===== src/rtl/i2c_reg_pkg.sv =====
// Shared types and defaults for the I2C register bridge.
package i2c_reg_pkg;

  localparam int unsigned ADDR_WIDTH_DEF = 4;

  // Write-side state: is the next accepted byte a pointer or register data
  typedef enum logic {
    ST_PTR  = 1'b0,
    ST_DATA = 1'b1
  } wr_state_e;

endpackage


===== src/rtl/i2c_reg_file.sv =====
// Byte-wide register file: one write port, one combinational read port, flat view of all registers.
module i2c_reg_file #(
  parameter int unsigned ADDR_WIDTH = 4
) (
  input  logic                      clk,
  input  logic                      rst_n,
  input  logic                      we,
  input  logic [ADDR_WIDTH-1:0]     waddr,
  input  logic [7:0]                wdata,
  input  logic [ADDR_WIDTH-1:0]     raddr,
  output logic [7:0]                rdata_c,
  output logic [8*(1<<ADDR_WIDTH)-1:0] regs_flat
);

  localparam int unsigned DEPTH = 1 << ADDR_WIDTH;

  logic [7:0] mem [DEPTH];

  always_ff @(posedge clk or negedge rst_n) begin
    if (!rst_n) begin
      for (int i = 0; i < int'(DEPTH); i++) mem[i] <= 8'h00;
    end else if (we) begin
      mem[waddr] <= wdata;
    end
  end

  assign rdata_c = mem[raddr];

  for (genvar g = 0; g < int'(DEPTH); g++) begin : g_flat
    assign regs_flat[8*g +: 8] = mem[g];
  end

endmodule


===== src/rtl/i2c_reg_bridge.sv =====
// Bridges I2C slave byte streams to a register file: pointer byte then data bytes on writes, reads stream from the pointer.
// Build option: define I2C_REG_BRIDGE_AUTOINC_EN to advance the pointer after every data write and read.
module i2c_reg_bridge
  import i2c_reg_pkg::*;
#(
  parameter int unsigned ADDR_WIDTH = ADDR_WIDTH_DEF
) (
  input  logic                         clk,
  input  logic                         rst_n,
  input  logic [7:0]                   s_axis_wr_tdata,
  input  logic                         s_axis_wr_tvalid,
  output logic                         s_axis_wr_tready,
  input  logic                         s_axis_wr_tlast,
  output logic [7:0]                   m_axis_rd_tdata,
  output logic                         m_axis_rd_tvalid,
  input  logic                         m_axis_rd_tready,
  output logic                         m_axis_rd_tlast,
  output logic [8*(1<<ADDR_WIDTH)-1:0] regs_flat,
  output logic                         wr_pulse,
  output logic [ADDR_WIDTH-1:0]        wr_addr,
  output logic [7:0]                   wr_data,
  output logic                         rd_pulse,
  output logic [ADDR_WIDTH-1:0]        rd_addr
);

`ifdef I2C_REG_BRIDGE_AUTOINC_EN
  localparam bit AUTOINC = 1'b1;
`else
  localparam bit AUTOINC = 1'b0;
`endif

  wr_state_e             state_q, state_d;
  logic [ADDR_WIDTH-1:0] ptr_q, ptr_d, ptr_step_c;
  logic                  tready_q;
  logic                  rd_valid_q, rd_valid_d;
  logic [7:0]            rd_data_q, rd_data_d;
  logic                  wr_pulse_q, wr_pulse_d;
  logic [ADDR_WIDTH-1:0] wr_addr_q, wr_addr_d;
  logic [7:0]            wr_data_q, wr_data_d;
  logic                  rd_pulse_q, rd_pulse_d;
  logic [ADDR_WIDTH-1:0] rd_addr_q, rd_addr_d;
  logic                  reg_we_c;
  logic [7:0]            reg_rdata_c;
  logic                  accept_c;
  logic                  rd_hs_c;

  assign accept_c   = s_axis_wr_tvalid & tready_q;
  // Pending write bytes mask the read stream so the two never handshake together
  assign m_axis_rd_tvalid = rd_valid_q & ~s_axis_wr_tvalid;
  assign m_axis_rd_tdata  = rd_data_q;
  assign m_axis_rd_tlast  = 1'b0;
  assign rd_hs_c    = m_axis_rd_tvalid & m_axis_rd_tready;
  assign ptr_step_c = ptr_q + ADDR_WIDTH'(AUTOINC);

  assign s_axis_wr_tready = tready_q;
  assign wr_pulse = wr_pulse_q;
  assign wr_addr  = wr_addr_q;
  assign wr_data  = wr_data_q;
  assign rd_pulse = rd_pulse_q;
  assign rd_addr  = rd_addr_q;

  i2c_reg_file #(
    .ADDR_WIDTH (ADDR_WIDTH)
  ) u_reg_file (
    .clk       (clk),
    .rst_n     (rst_n),
    .we        (reg_we_c),
    .waddr     (ptr_q),
    .wdata     (s_axis_wr_tdata),
    .raddr     (ptr_q),
    .rdata_c   (reg_rdata_c),
    .regs_flat (regs_flat)
  );

  always_ff @(posedge clk or negedge rst_n) begin
    if (!rst_n) begin
      state_q    <= ST_PTR;
      ptr_q      <= '0;
      tready_q   <= 1'b0;
      rd_valid_q <= 1'b0;
      rd_data_q  <= 8'h00;
      wr_pulse_q <= 1'b0;
      wr_addr_q  <= '0;
      wr_data_q  <= 8'h00;
      rd_pulse_q <= 1'b0;
      rd_addr_q  <= '0;
    end else begin
      state_q    <= state_d;
      ptr_q      <= ptr_d;
      tready_q   <= 1'b1;
      rd_valid_q <= rd_valid_d;
      rd_data_q  <= rd_data_d;
      wr_pulse_q <= wr_pulse_d;
      wr_addr_q  <= wr_addr_d;
      wr_data_q  <= wr_data_d;
      rd_pulse_q <= rd_pulse_d;
      rd_addr_q  <= rd_addr_d;
    end
  end

  // Write FSM, pointer update and read holding register refill
  always_comb begin
    state_d    = state_q;
    ptr_d      = ptr_q;
    reg_we_c   = 1'b0;
    wr_pulse_d = 1'b0;
    wr_addr_d  = wr_addr_q;
    wr_data_d  = wr_data_q;
    rd_pulse_d = 1'b0;
    rd_addr_d  = rd_addr_q;
    rd_valid_d = rd_valid_q;
    rd_data_d  = rd_data_q;

    if (accept_c) begin
      case (state_q)
        ST_PTR: begin
          ptr_d   = s_axis_wr_tdata[ADDR_WIDTH-1:0];
          state_d = s_axis_wr_tlast ? ST_PTR : ST_DATA;
        end
        ST_DATA: begin
          reg_we_c   = 1'b1;
          wr_pulse_d = 1'b1;
          wr_addr_d  = ptr_q;
          wr_data_d  = s_axis_wr_tdata;
          ptr_d      = ptr_step_c;
          state_d    = s_axis_wr_tlast ? ST_PTR : ST_DATA;
        end
      endcase
    end else if (rd_hs_c) begin
      rd_pulse_d = 1'b1;
      rd_addr_d  = ptr_q;
      ptr_d      = ptr_step_c;
    end

    // Any pointer/data change invalidates the held byte; refill from the updated state next cycle
    if (accept_c || rd_hs_c) begin
      rd_valid_d = 1'b0;
    end else if (!rd_valid_q) begin
      rd_valid_d = 1'b1;
      rd_data_d  = reg_rdata_c;
    end
  end

endmodule


===== config.mk =====
export PLATFORM = sky130hd
export DESIGN_NAME = i2c_reg_bridge
export DESIGN_NICKNAME = d
export VERILOG_FILES = /design/src/rtl/i2c_reg_pkg.sv /design/src/rtl/i2c_reg_file.sv /design/src/rtl/i2c_reg_bridge.sv
export SDC_FILE = /design/constraint.sdc
export NUM_CORES = 1
export LEC_CHECK = 0
export CAP_MARGIN = 20
export CORE_AREA = 2 2 105 148
export CTS_BUF_LIST = sky130_fd_sc_hd__clkbuf_16
export DETAILED_ROUTE_END_ITERATION = 16
export DIE_AREA = 0 0 107 150
export HOLD_SLACK_MARGIN = 0.06
export PLACE_DENSITY = 0.86
export SLEW_MARGIN = 40
export SYNTH_ARGS = -nofsm -noshare
export SYNTH_HDL_FRONTEND = slang
export SYNTH_SLANG_ARGS = --single-unit

===== constraint.sdc =====
create_clock -name clk -period 2 [get_ports clk]
set_clock_uncertainty 0.1 [all_clocks]
set_input_delay 0.3 -clock clk [delete_from_list [all_inputs] [get_ports clk]]
set_output_delay 0.3 -clock clk [all_outputs]
set_load 0.1 [all_outputs]

==> results of run 1 <==
[final cells by class]
type                            instances  area [um2]
Multi-Input combinational cell        322        3070
Clock inverter                         15         191
Tap cell                              192         240
Timing Repair Buffer                  240        1970
Clock buffer                           17         425
Inverter                                2        7.51
Fill cell                            1007        4840
Sequential cell                       161        4040
[cells in the mapped netlist (8+ instances only)]
library cell	count	area (um2)
mux2_2	122	1370
mux2_4	16	240
o21ai_0	14	70.1
o22ai_1	13	81.3
dfrtp_1	161	4030
nor2_1	8	30.0
clkbuf_1	16	60.1
nand2_1	42	158
mux4_2	15	338
mux2i_1	32	320
[cells by family (layout without fill, tap and decap cells)]
family	after synthesis	count (layout)	synth area share
mux	185	185	0.313
buf+inv	36	274	0.0274
compound gates	44	44	0.0367
flops	161	161	0.555
other cells	2	2	0.00103
simple gates	91	91	0.0669
[state kept, by name, indices dropped and copies added, names as in the netlist]
register,count
m_axis_rd_tdata,8
ptr_q,4
rd_addr,4
rd_pulse,1
rd_valid_q,1
s_axis_wr_tready,1
state_q,1
u_reg_file.regs_flat,128
wr_addr,4
wr_data,8
wr_pulse,1
[per-stage QoR]
stage               cell area [um2]  TNS (ns)  utilization  std cells
finish                         9940         0        0.672        949
global route                   9940    -0.145        0.672        949
CTS                            9880         0        0.668        943
detailed placement             9250    -11.15        0.625        910
global placement               9250     -8.00        0.625        910
floorplan                      7280         0            -        519
[worst max-delay path, stage by stage (launching register included)]
cell,delay (ns)
dfrtp_1,0.46
buf_4,0.22
nor2b_1,0.15
nand2_1,0.17
nor2_2,0.21
buf_4,0.20
mux2_2,0.35
[placed cells by master, fill, tap and decap left out, types with 4 or more instances in the layout]
cell,instances
buf_4,216
clkbuf_16,17
a21oi_1,6
buf_12,11
nor2_2,5
mux2i_1,32
dfrtp_1,159
nand2_1,42
o21ai_0,13
mux4_2,15
clkdlybuf4s50_1,11
nand2b_1,5
bufinv_16,4
nor3_1,6
mux2_4,16
nand3_1,5
o22ai_1,12
nor2_1,8
mux2_2,122
[what timing repair did]
action,CTS,global route
endpoints found under the hold margin,46,0
setup endpoints to repair,1,15
hold buffers,1,0
setup buffers,0,6
gates resized for setup,2,5
pin swaps,0,0
[path summary, 6_finish.rpt]
check | startpoint | end | slack (ns) | cells after the start
setup / recovery | ptr_q[3] | u_reg_file.regs_flat[55] | 0.02 | 6
hold / removal | rst_n | u_reg_file.regs_flat[123] | 0.28 | 2
setup reg to reg | ptr_q[3] | u_reg_file.regs_flat[55] | 0.02 | 6
hold reg to reg | wr_data[3] | wr_data[3] | 0.38 | 2
max in group asynchronous | rst_n | u_reg_file.regs_flat[82] | 0.85 | 3
min in group clk | s_axis_wr_tlast | state_q | 0.37 | 2
[routing by layer]
metal  GRT usage  vias up
met5           0        -
li1            -     2337
met3      0.0571       97
met4       0.155        0
met1       0.356     2820
met2       0.462      317
==> run metrics, run 1 <==
Final min period=1.98 ns; register area share after synthesis=0.555; Die Span Y=150 um; I/O pin cnt=170; Crit path required time=~2.2 ns; gpl congestion=0.899; vias in the first global route=5759; routed wl met2=11.1 mm; Synth Area per Inst=14.0 um2; DRC Markers=0; Worst Path Arrival=around 2.2 ns; outcome=complete, no violations; largest net degree at the start of global routing=about 50; measured slew at the worst slew-check pin=approximately 0.70 ns; Syn Inst Count=between 500 and 600; total of max-cap violations=0; CTS Buf Count=17; PortBufs=168; Hold WS=0.278 ns; period utilisation layout=0.989; later-pin clock latency in the skew report=0.43 ns; CTS clk-pin slew, worst paths=0.06 ns; total number of H-tree levels=4; Final Setup Violations=0; final slew viol count=0; Yosys warning total=0; Top FF cell, synth=dfrtp_1; core outline area=14800 um2; drt first-iter violations=451; clock tree from TritonCTS=done; share of flip-flops with an asynchronous set or reset=1.00; DR vias=5571; Final WS setup=0.0218 ns; nets=757; num rows=53; Via-to-Cell Ratio=5.87; Layout Area Growth over Synthesis=37.0%; Root Driver=clkbuf_16; routed length on met3=1.48 mm; crit-path max FO=10; Final Routed Wirelength=approximately 22 mm; Clock Sinks=161; Post-synth EDFFs=0; GRT Util Overall=0.284; global-route wire length before repair=about 34 mm; die area=between 15000 and 20000 um2; grt ovf=0; Avg WL per Cell=23.3 um; final hold vios=0; CTS Buffer Depth=2; CP Capture Type=register; initial antenna violation count=0; Slew HR=0.530; Initial Utilization=0.491; unique cell type count in the Yosys netlist=38; Seq cells post-synth=161; DP Wirelength=15.9 mm; critical path class=reg2reg; Setup WS pre-CTS=-0.131 ns; mapped cell area=7260 um2; met1 WL=between 8 and 9 mm; Antenna Nets Post-Route=0; DIE WIDTH=approximately 110 um; max layer used=met4; Synth Net Count=532; hold crit path type=in2async; diode count=0; layout cells sized above 1=0.572; f_max=506 MHz; drt first pass iters=4; startpoint types=register
Power of run 1 is left out: the tool's default activity adds up to more than one toggle a clock period on the data nets, which glitch-free logic cannot reach.
==> inputs of run 2 (changes only) <==
--- a/config.mk
+++ b/config.mk
@@ -8,8 +8,10 @@
 export CAP_MARGIN = 20
 export CORE_AREA = 2 2 105 148
 export CTS_BUF_LIST = sky130_fd_sc_hd__clkbuf_16
+export CTS_CLUSTER_SIZE = 8
 export DETAILED_ROUTE_END_ITERATION = 16
 export DIE_AREA = 0 0 107 150
+export GPL_TIMING_DRIVEN = 0
 export HOLD_SLACK_MARGIN = 0.06
 export PLACE_DENSITY = 0.86
 export SLEW_MARGIN = 40
==> run 2 against run 1 <==
Compared with the run above:
- the run now ends with negative setup slack left
- setup slack worse by 0.052 ns
- wire length up 5.6%
- first-iteration DRC count increased by 2.7%
- register-to-register slack got worse by 0.05 ns
- cell count decreased by 1.3%
- non-clock buffer count is 11 lower
- maximum frequency fell by 2.5%
- flip-flop and latch count unchanged
- die area did not move
- via count grew 1.8%
==> run metrics, run 2 (same netlist as run 1, synthesis figures left out) <==
outcome=finished with violations; failing checks=negative setup slack; Initial Utilization=0.491 (unchanged); commonest cells after routing, fill and taps aside=dfrtp_1 (160), buf_2 (158), mux2_2 (122), nand2_1 (40), mux2i_1 (29); largest net degree at the start of global routing=81 (+59%); die area=16100 um2 (unchanged); hold crit path type=in2async; Avg WL per Cell=24.9 um (+6.9%); nets=746 (-1.5%); period utilisation layout=1.01 (+0.0258); gpl congestion=0.910 (+1.2%); Worst Path Arrival=2.23 ns (+0.04 ns); Crit path largest cell delay=0.40 ns (-0.06 ns); Crit path required time=2.20 ns (about the same); max reg flops=128 (unchanged); CTS Buf Count=17 (unchanged); drt first pass iters=5 (+1); Final Routed Wirelength=23.4 mm (+5.6%); num rows=53 (unchanged); Final WS setup=-0.0297 ns (-0.0515 ns); Slew HR=0.561 (+0.0311); core outline area=14800 um2 (unchanged); DR vias=5674 (+1.8%); crit-path max FO=10 (unchanged); Layout Cells excl Fill=937 (-1.3%); Inst Count DP=881 (-3.2%); later-pin clock latency in the skew report=0.43 ns (about the same); Layout Area Growth over Synthesis=30.4%; most common cell after layout, fill and taps aside=dfrtp_1; Worst path slowest cell=dfrtp_1; DRC Markers=0 (unchanged); PortBufs=168 (unchanged); Buf/Inv on CP=3 (+1); initial antenna violation count=0 (unchanged); Final Setup Violations=1 (+1); total number of H-tree levels=4 (unchanged); total of max-cap violations=0 (unchanged); Clock Sinks=161 (unchanged); global-route wire length before repair=34.4 mm (+2.3%); final slew viol count=0 (unchanged); critical path class=reg2reg; drt first-iter violations=463 (+2.7%); grt ovf=0 (unchanged); f_max=493 MHz (-2.5%); vias in the first global route=5861 (+1.8%); Final TNS setup=-0.0297 ns (-0.0297 ns); Die Span Y=150 um (unchanged); Final min period=2.03 ns (+0.0515 ns); CP Capture Type=register; layout cells sized above 1=0.554 (-0.0176); CTS Buffer Depth=2 (unchanged); GRT Util Overall=0.291 (+0.00770); I/O pin cnt=170 (unchanged); CTS clk-pin slew, worst paths=0.06 ns (about the same); clock tree from TritonCTS=done; DIE WIDTH=107 um (unchanged); diode count=0 (unchanged); Antenna Nets Post-Route=0 (unchanged); unrepaired setup endpoints after global routing=yes; measured slew at the worst slew-check pin=0.659 ns (-0.0445 ns); worst-path cell chain=buf_12, buf_8, buf_6, mux2i_2, o21ai_0, o21ai_1, o21ai_0; Root Driver=clkbuf_16; DP Wirelength=15.6 mm (-1.9%); startpoint types=register; delay-heaviest family, CP=buffers and inverters; Via-to-Cell Ratio=6.06 (+3.2%); crit-path most repeated cell=o21ai_0; final hold vios=0 (unchanged)
-- run 2: cell types whose count changed in the layout (fill, tap and decap cells not counted), moves of 5 or more --
cell,previous run,this run
buf_4,216,25
buf_2,0,158
clkbuf_1,0,13
nor2_4,1,7
buf_12,11,6
buf_6,1,6
nor2_2,5,0
-- run 2: area by class of cell --
type | count | area, um2
inverters | 2 | 11.3
clock inverters | 14 | 128
clock buffers | 17 | 425
plain buffers | 33 | 248
flip-flops and latches | 161 | 4030
well taps | 192 | 240
repair buffers | 196 | 1210
multi-input cells | 322 | 3180
fillers | 1059 | 5320
-- run 2: stage by stage --
step	cell area, um2	util	hold slack [ns]	setup WS, ns
final	9470	0.640	0.190	-0.0297
after global placement	9200	0.622	0.362	-6.56
after CTS	9340	0.632	0.198	-0.0605
after floorplan	7280	-	-0.0956	0.0241
after detailed placement	8490	0.574	0.0386	-0.684
after global routing	9470	0.640	0.206	-0.0355
-- run 2: routing by layer --
layer / GRT usage / share of wire
met3: 0.0666 / 0.074
met4: 0.181 / 0.073
met2: 0.474 / 0.49
met5: 0 / 0
met1: 0.350 / 0.36
-- run 2: final timing paths --
check,start,end,slack (ns),cells after the start
max reg2reg,ptr_q[0],m_axis_rd_tdata[6],-0.03,7
max in group asynchronous,rst_n,u_reg_file.regs_flat[9],0.97,3
min reg2reg,wr_addr[3],wr_addr[3],0.37,2
min in group clk,s_axis_wr_tvalid,rd_valid_q,0.29,2
min,rst_n,u_reg_file.regs_flat[83],0.19,2
max,ptr_q[0],m_axis_rd_tdata[6],-0.03,7
-- run 2: timing repair --
item	in CTS	in global routing
pin swaps	10	1
endpoints found under the hold margin	161	0
buffers inserted	19	6
endpoints found under the setup margin	120	99
hold buffers	1	0
resized for setup	29	21
Power of run 2 is left out for the same reason.
==> inputs of run 3 (changes only) <==
==> constraint.sdc (replaced) <==
create_clock -name clk -period 2.55 [get_ports clk]
set_clock_uncertainty 0.1 [all_clocks]
set_input_delay 0.3825 -clock clk [delete_from_list [all_inputs] [get_ports clk]]
set_output_delay 0.3825 -clock clk [all_outputs]
set_load 0.1 [all_outputs]
==> run 3 against run 2 <==
Compared with the run above:
- the run now ends clean
- setup slack gained 0.16 ns
- critical endpoint is now u_reg_file.regs_flat[51]
- cell area shrank 4.4%
- maximum frequency is 16% lower
- count of clock-buffer cells in the layout did not move
- critical path type unchanged
- global-route usage is 1.7 points lower
- die area did not move
- cell count decreased by 2.5%
- register-to-register slack better by 0.16 ns
- highest routed layer unchanged
- non-clock buffer count decreased by 24
- sequential share of layout area is 1.9 points higher
- wire length fell by 8.7%
==> run metrics, run 3 (same netlist as run 1, synthesis figures left out) <==
Layout Cells excl Fill=914 (-2.5%); grt ovf=0 (unchanged); gpl congestion=0.908 (-0.21%); total number of H-tree levels=4 (unchanged); Inst Count DP=881 (unchanged); core outline area=14800 um2 (unchanged); period utilisation layout=0.950 (-0.0649); CTS clk-pin slew, worst paths=0.06 ns (about the same); startpoint types=register; DP Wirelength=15.3 mm (-1.8%); nets=722 (-3.2%); commonest cells after routing, fill and taps aside=buf_2 (162), dfrtp_1 (161), mux2_2 (122), nand2_1 (42), mux2i_1 (32); outcome=complete, no violations; drt first-iter violations=395 (-15%); hold crit path type=in2async; Clock Sinks=161 (unchanged); crit-path max FO=9 (-1); GRT Util Overall=0.274 (-0.0169); RR Endpoint=u_reg_file.regs_flat[51]; initial antenna violation count=0 (unchanged); f_max=413 MHz (-16%); DRC Markers=0 (unchanged); Resized cells post-CTS=0 (-100%); Worst Path Arrival=2.63 ns (+0.40 ns); Final Setup Violations=0 (-1); R2R Setup Slk=0.13 ns (+0.16 ns); hold buffers post-CTS=1 (unchanged); vias in the first global route=5443 (-7.1%); CTS Buf Count=17 (unchanged); DR vias=5315 (-6.3%); max layer used=met4; met1 WL=8.11 mm (-3.9%); Via-to-Cell Ratio=5.82 (-4.0%); die area=16100 um2 (unchanged); I/O pin cnt=170 (unchanged); r2r startpoint=ptr_q[3]; clock tree from TritonCTS=done; final slew viol count=0 (unchanged); drt first pass iters=5 (unchanged); fillers=1142 (+7.8%); PortBufs=168 (unchanged); diode count=0 (unchanged); DIE WIDTH=107 um (unchanged); max reg flops=128 (unchanged); layout cells sized above 1=0.518 (-0.0364); Crit path required time=2.75 ns (+0.55 ns); global-route wire length before repair=32.3 mm (-6.0%); later-pin clock latency in the skew report=0.43 ns (about the same); total of max-cap violations=0 (unchanged); measured slew at the worst slew-check pin=0.724 ns (+0.0646 ns); Antenna Nets Post-Route=0 (unchanged); Root Driver=clkbuf_16; final hold vios=0 (unchanged); Slew HR=0.518 (-0.0431); num rows=53 (unchanged); most common cell after layout, fill and taps aside=buf_2; postcts setup bufs=0 (-19); CTS Buffer Depth=2 (unchanged); CP Capture Type=register; Final Routed Wirelength=21.3 mm (-8.7%); r2r worst-path depth=5 (-2); Layout Area Growth over Synthesis=24.7%; routed wl met2=11.2 mm (-2.6%); Seq. cell area=4030 um2 (about the same); Initial Utilization=0.491 (unchanged); Die Span Y=150 um (unchanged); unrepaired setup endpoints after global routing=no; routed length on met3=1.32 mm (-23%); critical path class=reg2reg; Final min period=2.42 ns (+0.393 ns); Avg WL per Cell=23.3 um (-6.4%); largest net degree at the start of global routing=80 (-1.2%); area of the multi-input gates=3040 um2 (-4.1%)
## run 3: cell types whose count changed in the layout (fill, tap and decap cells not counted), moves of 3 or more
| cell | before | now |
|---|---|---|
| buf_2 | 158 | 162 |
| nor2_2 | 0 | 6 |
| buf_4 | 25 | 5 |
| mux2i_2 | 3 | 0 |
| nor2_4 | 7 | 0 |
| inv_6 | 0 | 3 |
| mux2i_1 | 29 | 32 |
| clkbuf_1 | 13 | 16 |
| o21ai_1 | 3 | 0 |
| o21ai_0 | 11 | 14 |
| buf_12 | 6 | 0 |
## run 3: worst max-delay path by stage
stage,startpoint,end,slack [ns],cells past startpoint
after CTS,ptr_q[3],u_reg_file.regs_flat[56],0.17,5
after detailed placement,s_axis_wr_tvalid,u_reg_file.regs_flat[113],-0.24,6
final,ptr_q[3],u_reg_file.regs_flat[51],0.13,5
after floorplan,s_axis_wr_tready,u_reg_file.regs_flat[16],0.1,5
after global placement,rst_n,rd_addr[1],-5.05,1
after global routing,s_axis_wr_tvalid,u_reg_file.regs_flat[113],0.10,6
## run 3: cell type report
class                   count  share of cell area
plain buffers              34              0.0212
repair buffers            171               0.107
clock inverters            15              0.0158
multi-input cells         322               0.336
flip-flops and latches    161               0.445
inverters                   2            0.000829
clock buffers              17              0.0470
well taps                 192              0.0265
## run 3: metal layers
metal / up-vias / GRT usage
met5: - / 0
met4: 0 / 0.110
met3: 53 / 0.0518
met2: 272 / 0.466
met1: 2724 / 0.346
li1: 2266 / -
## run 3: worst max-delay path, stage by stage (launching register included)
cell and delay (ns):
dfrtp_1 0.37, buf_2 0.16, nor2b_1 0.44, nand2_1 0.24, nor2_2 0.58, mux2_2 0.41
## run 3: stage by stage
step | utilization | hold WS [ns] | TNS (ns) | worst slack (ns) | cell area, um2
floorplan | - | -0.0131 | 0 | 0.0958 | 7260
global placement | 0.621 | 0.362 | -817.00 | -5.05 | 9180
detailed placement | 0.573 | 0.121 | -9.12 | -0.239 | 8470
CTS | 0.612 | 0.262 | 0 | 0.171 | 9050
global route | 0.612 | 0.283 | 0 | 0.101 | 9050
finish | 0.612 | 0.276 | 0 | 0.128 | 9050
Power of run 3 is left out for the same reason.
